--- src/rtl/enemy_swarm_ctrl.sv ---
// Invader swarm formation controller: march, hit resolution,
// explosion slots and enemy fire requests.
module enemy_swarm_ctrl #(
    parameter int NB_ROWS       = 5,
    parameter int NB_COLS       = 10,
    parameter int ENEMY_W       = 46,
    parameter int ENEMY_H       = 42,
    parameter int X0            = 100,
    parameter int Y0            = 45,
    parameter int X_MAX         = 655,
    parameter int Y_MAX         = 490,
    parameter int STEP          = 15,
    parameter int ADVANCE       = 15,
    parameter int BASE_PERIOD   = 32,
    parameter int MIN_PERIOD    = 2,
    parameter int SPEEDUP_SHIFT = 1,
    parameter int N_EXPL        = 4,
    parameter int EXPL_FRAMES   = 20,
    parameter int FIRE_PERIOD   = 48
) (
    input  logic                         clk,
    input  logic                         rst_n,
    input  logic [11:0]                  lcd_xpos,
    input  logic [11:0]                  lcd_ypos,
    input  logic                         enable,
    input  logic                         freeze,
    input  logic [11:0]                  killed_enemy_x,
    input  logic [11:0]                  killed_enemy_y,
    input  logic                         valid_enemy_collision,
    input  logic                         fire_ack,
    output logic [11:0]                  form_x,
    output logic [11:0]                  form_y,
    output logic [NB_ROWS*NB_COLS-1:0]   alive,
    output logic                         kill_busy,
    output logic [1:0]                   plus_score,
    output logic [2:0]                   finished,
    output logic [N_EXPL-1:0]            expl_valid,
    output logic [12*N_EXPL-1:0]         expl_x,
    output logic [12*N_EXPL-1:0]         expl_y,
    output logic                         fire_req,
    output logic [11:0]                  fire_x,
    output logic [11:0]                  fire_y
);
    localparam int NC = NB_ROWS * NB_COLS;
    localparam int SW = (N_EXPL > 1) ? $clog2(N_EXPL) : 1;
    localparam logic [12:0] EW = 13'(ENEMY_W);
    localparam logic [12:0] EH = 13'(ENEMY_H);

    typedef enum logic [1:0] {MARCH_R, MARCH_L, DESCEND, DONE} march_t;
    typedef enum logic [1:0] {H_IDLE, H_COL, H_ROW, H_APPLY} hit_t;
    typedef enum logic [1:0] {F_IDLE, F_SCAN, F_REQ} fire_t;

    march_t m_state, m_next;
    hit_t   h_state, h_next;
    fire_t  f_state, f_next;

    logic        tick, run, step;
    logic        ret_l, ret_next;
    logic [15:0] fcnt, fc_next, period, slow;
    logic [11:0] fx_next, fy_next;
    logic [2:0]  fin_next;
    logic [7:0]  kills;
    logic [NB_COLS-1:0] col_any;
    logic [NB_ROWS-1:0] row_any;
    logic [4:0]  col_lo, col_hi;
    logic [3:0]  row_hi;
    logic [12:0] left_edge, right_edge, bottom;
    logic [12:0] dx, dy;
    logic [4:0]  hc, scol, fire_col;
    logic [3:0]  hr, srow;
    logic [NC-1:0] cell_mask, scan_mask;
    logic        hit_live, scan_hit, fire_go, free_any;
    logic [SW-1:0] free_idx, rr, slot;
    logic [7:0]  ecnt [N_EXPL];
    logic [15:0] lfsr, fire_cnt;

    assign tick = (lcd_xpos == 12'd0) && (lcd_ypos == 12'd0) && enable;
    assign run  = tick && !freeze;

    always_comb begin
        col_any = '0;
        row_any = '0;
        for (int r = 0; r < NB_ROWS; r++)
            for (int c = 0; c < NB_COLS; c++)
                if (alive[r*NB_COLS+c]) begin
                    col_any[c] = 1'b1;
                    row_any[r] = 1'b1;
                end
        col_lo = '0;
        col_hi = '0;
        row_hi = '0;
        for (int c = NB_COLS - 1; c >= 0; c--)
            if (col_any[c]) col_lo = 5'(c);
        for (int c = 0; c < NB_COLS; c++)
            if (col_any[c]) col_hi = 5'(c);
        for (int r = 0; r < NB_ROWS; r++)
            if (row_any[r]) row_hi = 4'(r);
    end

    // Bounds follow the surviving columns and rows only
    assign left_edge  = 13'(form_x) + 13'(col_lo) * EW;
    assign right_edge = 13'(form_x) + (13'(col_hi) + 13'd1) * EW;
    assign bottom     = 13'(form_y) + (13'(row_hi) + 13'd1) * EH;

    assign slow   = 16'(kills >> SPEEDUP_SHIFT);
    assign period = (16'(BASE_PERIOD) >= slow + 16'(MIN_PERIOD)) ?
                    16'(BASE_PERIOD) - slow : 16'(MIN_PERIOD);

    always_comb begin
        m_next   = m_state;
        ret_next = ret_l;
        fx_next  = form_x;
        fy_next  = form_y;
        fin_next = finished;
        fc_next  = fcnt;
        step     = 1'b0;
        if (run) begin
            if (fcnt >= period - 16'd1) begin
                fc_next = '0;
                step    = 1'b1;
            end else begin
                fc_next = fcnt + 16'd1;
            end
        end
        if (m_state != DONE && alive == '0) begin
            m_next   = DONE;
            fin_next = 3'd1;
        end else if (step) begin
            unique case (m_state)
                MARCH_R:
                    if (right_edge + 13'(STEP) > 13'(X_MAX)) begin
                        m_next   = DESCEND;
                        ret_next = 1'b1;
                    end else begin
                        fx_next = form_x + 12'(STEP);
                    end
                MARCH_L:
                    if (left_edge < 13'(STEP)) begin
                        m_next   = DESCEND;
                        ret_next = 1'b0;
                    end else begin
                        fx_next = form_x - 12'(STEP);
                    end
                DESCEND: begin
                    fy_next = form_y + 12'(ADVANCE);
                    m_next  = ret_l ? MARCH_L : MARCH_R;
                    if (bottom + 13'(ADVANCE) >= 13'(Y_MAX)) begin
                        m_next   = DONE;
                        fin_next = 3'd2;
                    end
                end
                DONE: ;
            endcase
        end
    end

    assign cell_mask = NC'(1) << (8'(hr) * 8'(NB_COLS) + 8'(hc));
    assign hit_live  = |(alive & cell_mask);
    assign kill_busy = (h_state != H_IDLE);

    always_comb begin
        h_next = h_state;
        unique case (h_state)
            H_IDLE:
                if (valid_enemy_collision && enable) h_next = H_COL;
            H_COL:
                if (dx[12] || dy[12])
                    h_next = H_IDLE;
                else if (dx >= EW)
                    h_next = (hc + 5'd1 == 5'(NB_COLS)) ? H_IDLE : H_COL;
                else
                    h_next = H_ROW;
            H_ROW:
                if (dy >= EH)
                    h_next = (hr + 4'd1 == 4'(NB_ROWS)) ? H_IDLE : H_ROW;
                else
                    h_next = H_APPLY;
            H_APPLY: h_next = H_IDLE;
        endcase
    end

    always_comb begin
        free_any = 1'b0;
        free_idx = '0;
        for (int i = N_EXPL - 1; i >= 0; i--)
            if (!expl_valid[i]) begin
                free_any = 1'b1;
                free_idx = SW'(i);
            end
    end
    assign slot = free_any ? free_idx : rr;

    assign scan_mask = NC'(1) << (8'(srow) * 8'(NB_COLS) + 8'(scol));
    assign scan_hit  = |(alive & scan_mask);
    assign fire_go   = run && (fire_cnt == 16'(FIRE_PERIOD - 1)) &&
                       (f_state == F_IDLE);
    assign fire_req  = (f_state == F_REQ);

    always_comb begin
        f_next = f_state;
        unique case (f_state)
            F_IDLE: if (fire_go) f_next = F_SCAN;
            F_SCAN:
                if (scan_hit) f_next = F_REQ;
                else if (srow == 4'd0) f_next = F_IDLE;
            F_REQ: if (fire_ack) f_next = F_IDLE;
            default: f_next = F_IDLE;
        endcase
    end

    always_ff @(posedge clk) begin
        if (!rst_n) begin
            m_state  <= MARCH_R;
            h_state  <= H_IDLE;
            f_state  <= F_IDLE;
            ret_l    <= 1'b0;
            fcnt     <= '0;
            form_x   <= 12'(X0);
            form_y   <= 12'(Y0);
            finished <= '0;
        end else begin
            m_state  <= m_next;
            h_state  <= h_next;
            f_state  <= f_next;
            ret_l    <= ret_next;
            fcnt     <= fc_next;
            form_x   <= fx_next;
            form_y   <= fy_next;
            finished <= fin_next;
        end
    end

    always_ff @(posedge clk) begin
        if (!rst_n) begin
            alive      <= '1;
            kills      <= '0;
            plus_score <= '0;
            dx         <= '0;
            dy         <= '0;
            hc         <= '0;
            hr         <= '0;
            expl_valid <= '0;
            expl_x     <= '0;
            expl_y     <= '0;
            rr         <= '0;
            for (int i = 0; i < N_EXPL; i++) ecnt[i] <= '0;
            lfsr       <= 16'hACE1;
            fire_cnt   <= '0;
            fire_col   <= '0;
            scol       <= '0;
            srow       <= '0;
            fire_x     <= '0;
            fire_y     <= '0;
        end else begin
            plus_score <= 2'd0;
            if (run)
                for (int i = 0; i < N_EXPL; i++)
                    if (expl_valid[i]) begin
                        if (ecnt[i] == 8'(EXPL_FRAMES - 1))
                            expl_valid[i] <= 1'b0;
                        else
                            ecnt[i] <= ecnt[i] + 8'd1;
                    end
            unique case (h_state)
                H_IDLE:
                    if (valid_enemy_collision && enable) begin
                        dx <= 13'(killed_enemy_x) - 13'(form_x);
                        dy <= 13'(killed_enemy_y) - 13'(form_y);
                        hc <= '0;
                        hr <= '0;
                    end
                H_COL:
                    if (dx >= EW) begin
                        dx <= dx - EW;
                        hc <= hc + 5'd1;
                    end
                H_ROW:
                    if (dy >= EH) begin
                        dy <= dy - EH;
                        hr <= hr + 4'd1;
                    end
                H_APPLY:
                    if (hit_live) begin
                        alive <= alive & ~cell_mask;
                        if (kills != 8'hFF) kills <= kills + 8'd1;
                        plus_score <= (hr == 4'd0) ? 2'd3 :
                                      (hr <= 4'd2) ? 2'd2 : 2'd1;
                        expl_valid[slot] <= 1'b1;
                        ecnt[slot] <= '0;
                        expl_x[12*slot +: 12] <=
                            form_x + 12'(hc) * 12'(ENEMY_W);
                        expl_y[12*slot +: 12] <=
                            form_y + 12'(hr) * 12'(ENEMY_H);
                        if (!free_any)
                            rr <= (rr == SW'(N_EXPL - 1)) ? '0 : rr + 1'b1;
                    end
            endcase
            if (tick) begin
                lfsr <= {lfsr[14:0],
                         lfsr[15] ^ lfsr[13] ^ lfsr[12] ^ lfsr[10]};
                fire_col <= 5'((6'(fire_col) + 6'(lfsr[2:0])) %
                               6'(NB_COLS));
            end
            if (run)
                fire_cnt <= (fire_cnt == 16'(FIRE_PERIOD - 1)) ?
                            '0 : fire_cnt + 16'd1;
            if (fire_go) begin
                srow <= 4'(NB_ROWS - 1);
                scol <= fire_col;
            end
            if (f_state == F_SCAN) begin
                if (scan_hit) begin
                    fire_x <= form_x + 12'(scol) * 12'(ENEMY_W) +
                              12'(ENEMY_W / 2);
                    fire_y <= form_y + (12'(srow) + 12'd1) * 12'(ENEMY_H);
                end else if (srow != 4'd0) begin
                    srow <= srow - 4'd1;
                end
            end
        end
    end
endmodule

--- config.mk ---
export PLATFORM = sky130hd
export DESIGN_NAME = enemy_swarm_ctrl
export DESIGN_NICKNAME = d
export VERILOG_FILES = /design/src/rtl/enemy_swarm_ctrl.sv
export SDC_FILE = /design/constraint.sdc
export NUM_CORES = 1
export LEC_CHECK = 0
export CELL_PAD_IN_SITES_DETAIL_PLACEMENT = 1
export CELL_PAD_IN_SITES_GLOBAL_PLACEMENT = 1
export CORE_UTILIZATION = 47
export CTS_CLUSTER_DIAMETER = 120
export DETAILED_ROUTE_END_ITERATION = 16
export PLACE_DENSITY = 0.92
export SLEW_MARGIN = 10
export SYNTH_ARGS = -nofsm -noshare
export SYNTH_HDL_FRONTEND = slang
export SYNTH_SLANG_ARGS = --single-unit
--- constraint.sdc ---
create_clock -name clk -period 10.15 [get_ports clk]
set_input_delay 2.03 -clock clk [delete_from_list [all_inputs] [get_ports clk]]
set_output_delay 2.03 -clock clk [all_outputs]
set_load 0.1 [all_outputs]
==> metrics.md <==
| Metric | Value |
|---|---|
| CP max stage delay | between 0.7 and 0.8 ns |
| Power share of the sequential group | between 30 and 40% |
| Crit start category | flop |
| Clk_skew | 0.01849 ns |
| Final worst path period share | a little over four fifths |
| Vias per cell | around 6.3 |
| Placed Area | 28720 sq um |
| Setup Buffers After CTS | 0 |
| Hold WS | 0.4560 ns |
| Root Driver | clkbuf_16 |
| CTS Buf Count | 42 |
| Share of cells above drive strength 1 | 5.223% |
| Switching Fraction | between 20% and 30% |
| CTS tree | built |
| Starting density of the core | between 40 and 50% |
| First-pass GRT wire length | roughly 150000 microns |
| Final Core Density | between 50% and 60% |
| Upper clock frequency limit | approximately 0.12 GHz |
| Sum Neg Setup Slack | 0 ns |
| Core Area | 53810 sq um |
| Asr flop ratio synth | 0% |
| Final cell count without fillers | slightly above 4000 |
| Hold Fails Final Rpt | 0 |
| Final min period | 8.529 ns |
| DRC | 0 |
| DP Worst Slack | ~1.7 ns |
| TritonCTS Sinks | between 300 and 400 |
| Latest clock arrival within the worst-skew pair | 0.59 ns |
| Hpwl dp | about 73000 microns |
| Die W | between 200 and 250 microns |
| Global placement routability congestion | approximately 1.0 |
| Worst endpoint required time | ~11 ns |
| Clock Path Buffers | 3 |
| #FFs+latches synth | between 300 and 400 |
| H-tree levels | 2 |
| Fin. max-slew vios | 0 |
| Row count | 85 |
| Number of global-route vias before repair | ~27000 |
| Area of the die | ~55000 sq um |
| Gate power share | between 10% and 20% |
| Crit-path most repeated cell | ha_1 |
| Worst vdd ir | 0.1200 mV |
| Layout area overhead | 17.93% |
| Gr usage total | 35.03% |
| Power Dens Cells | 119.1 nW/um^2 |
| Ant diodes | 0 |
| Max-Cap Viols | 0 |
| Worst Path Max Fanout | 22 |
| Remaining global-route overflow | 0 |
| Largest net degree at the start of global routing | 86 |
| Status | completed |
| CTS Hold Bufs | 0 |
| Min setup slack post-route | roughly 1.6 ns |
| Hold WC Path Type | reg -> reg |
| Sw Pwr | 1.041 mW |
| Most frequent cells in the layout | dfxtp_1, ha_1, nand2_1 |
| Mean Syn Cell Area | roughly 8.2 sq um |
| Pre-antenna DRT Iters | 6 |
| Dpl cells | 3992 |
| Vias post-DR | 25540 |
| EDFF count, synth | 0 |
| Fill count | 6376 |
| Fin area | roughly 30000 sq um |
| CP arrival | approximately 9.0 ns |
| WS Path Type | reg -> reg |
| Int Power | 2.555 mW |
| I/O pin cnt | between 200 and 300 |
| Synthesized area | approximately 26000 sq um |
| Synth warn | 0 |
| Avg WL per Cell | ~24 microns |
| Pwr Total | around 3.6 mW |
| Clock network fraction of total power | between 40% and 50% |
| Antenna violations before repair | 1 |
| CP endpoint kind | flop |
| CP max stage cell | o2111a_1 |
| Most common cell after layout, fill and taps aside | dfxtp_1 |
| Footprint of the multi-input gates | between 15000 and 20000 sq um |
| Initial DRC count | 1806 |
| Register Area | between 6000 and 7000 sq um |
| Distinct cell type count after synthesis | a little over 100 |
| Antenna Violating Nets Remaining | 0 |
| Gate Count Post-Synth | 3141 |
| Ys flop type | dfxtp_1 |
| Clk slew on worst S/H paths | around 0.060 ns |
| RSZ-0062 raised after global routing | no |
| Worst slew pin tran | between 1 and 1.5 ns |
| Max_slew headroom | approximately 16% |
| Net total in the final layout | 3730 |
| Endpoints failing setup | 0 |
| Static Leakage | between 10 and 15 nW |
| WL final | around 99000 microns |
| Die Y | 235.4 microns |
| I/O Buffers | 257 |
| Post_cts resized | 0 |
| Sequential fraction of the synthesis area | 27.21% |
-- synthesized netlist by cell type (22+ instances only) --
cell      count  share of area, %
dfxtp_1     348                27
nand3_1     151               3.0
a21oi_1     178               3.5
clkbuf_1     91               1.3
ha_1        304                15
nor4_1       35              0.86
o21ai_0     154               3.0
xor2_1       81               2.8
mux2i_1      86               3.4
nor3_1       66               1.3
nand2_1     288               4.2
a21o_1       38               1.1
xnor2_1     126               4.3
a32oi_1      40               1.4
a31oi_1      26              0.64
o21ai_1      25              0.49
nor2b_1      43               1.1
nand4_1      76               1.9
buf_2        24              0.47
and2_1       22              0.54
nand2b_1     25              0.61
a211oi_1     27              0.79
nor2_1      285               4.2
fa_1         32               2.5
and3_1       33              0.81
inv_1       227               3.3
-- flip-flops by register name, summed over array words and instances (netlist names), 12 cells and up --
signal / cells
fire_x: 12
fcnt: 16
expl_x: 48
alive: 50
form_y: 12
fire_cnt: 16
lfsr: 16
dx: 13
form_x: 12
expl_y: 48
dy: 13
fire_y: 12
ecnt: 32
-- logic make-up after synthesis --
logic type	Yosys count	synth area share, %
other	2	0.02934
buffers and inverters	365	5.709
adder cells (fa/ha/maj)	336	17.36
XOR/XNOR	209	7.209
flip-flops	348	27.21
multiplexers	102	4.286
AO/OA/AOI/OAI	669	17.05
AND/OR/NAND/NOR	1110	21.14
-- layout make-up --
class | count | area share (%)
multi-input cells | 2434 | 57.08
flip-flops and latches | 348 | 23.08
repair buffers | 285 | 9.221
clock buffers | 58 | 4.016
well taps | 696 | 2.884
inverters | 229 | 2.855
clock inverters | 16 | 0.8662
-- per-layer routing --
metal | GRT usage [%] | vias to the layer above | routed length (microns)
met5 | 0 | - | 9
met4 | 16.70 | 2 | 4663
met3 | 5.535 | 274 | 6196
met2 | 60.96 | 1004 | 47940
met1 | 42.04 | 12680 | 40160
li1 | - | 11580 | -
-- critical path, delay by kind of cell, from the launching register on --
kind	cells	cell delay [ns]
XOR/XNOR	4	0.71
AND/OR/NAND/NOR	9	3.00
AO/OA/AOI/OAI	8	2.23
adder cells (fa/ha/maj)	6	2.04
buffers and inverters	1	0.05
flip-flops	1	0.37
-- power groups by stage --
| stage | registers, mW | clock network, mW | logic, mW |
|---|---|---|---|
| 5_1_grt | 1.42 | 1.71 | 0.570 |
| 2_1_floorplan | 1.46 | 0 | 0.346 |
| 4_1_cts | 1.42 | 1.65 | 0.521 |
| 3_3_place_gp | 1.45 | 0 | 0.491 |
| 3_5_place_dp | 1.45 | 0 | 0.515 |
| 6_report | 1.42 | 1.64 | 0.532 |
-- worst paths after layout --
path / startpoint / endpoint / slack (ns) / cells after the start
max: alive[14] / form_x[11] / 1.62 / 28
max reg2reg: alive[14] / form_x[11] / 1.62 / 28
min reg2reg: expl_x[8] / expl_x[8] / 0.46 / 2
min: expl_x[8] / expl_x[8] / 0.46 / 2
No activity file was read; power rests on OpenSTA's default activity.
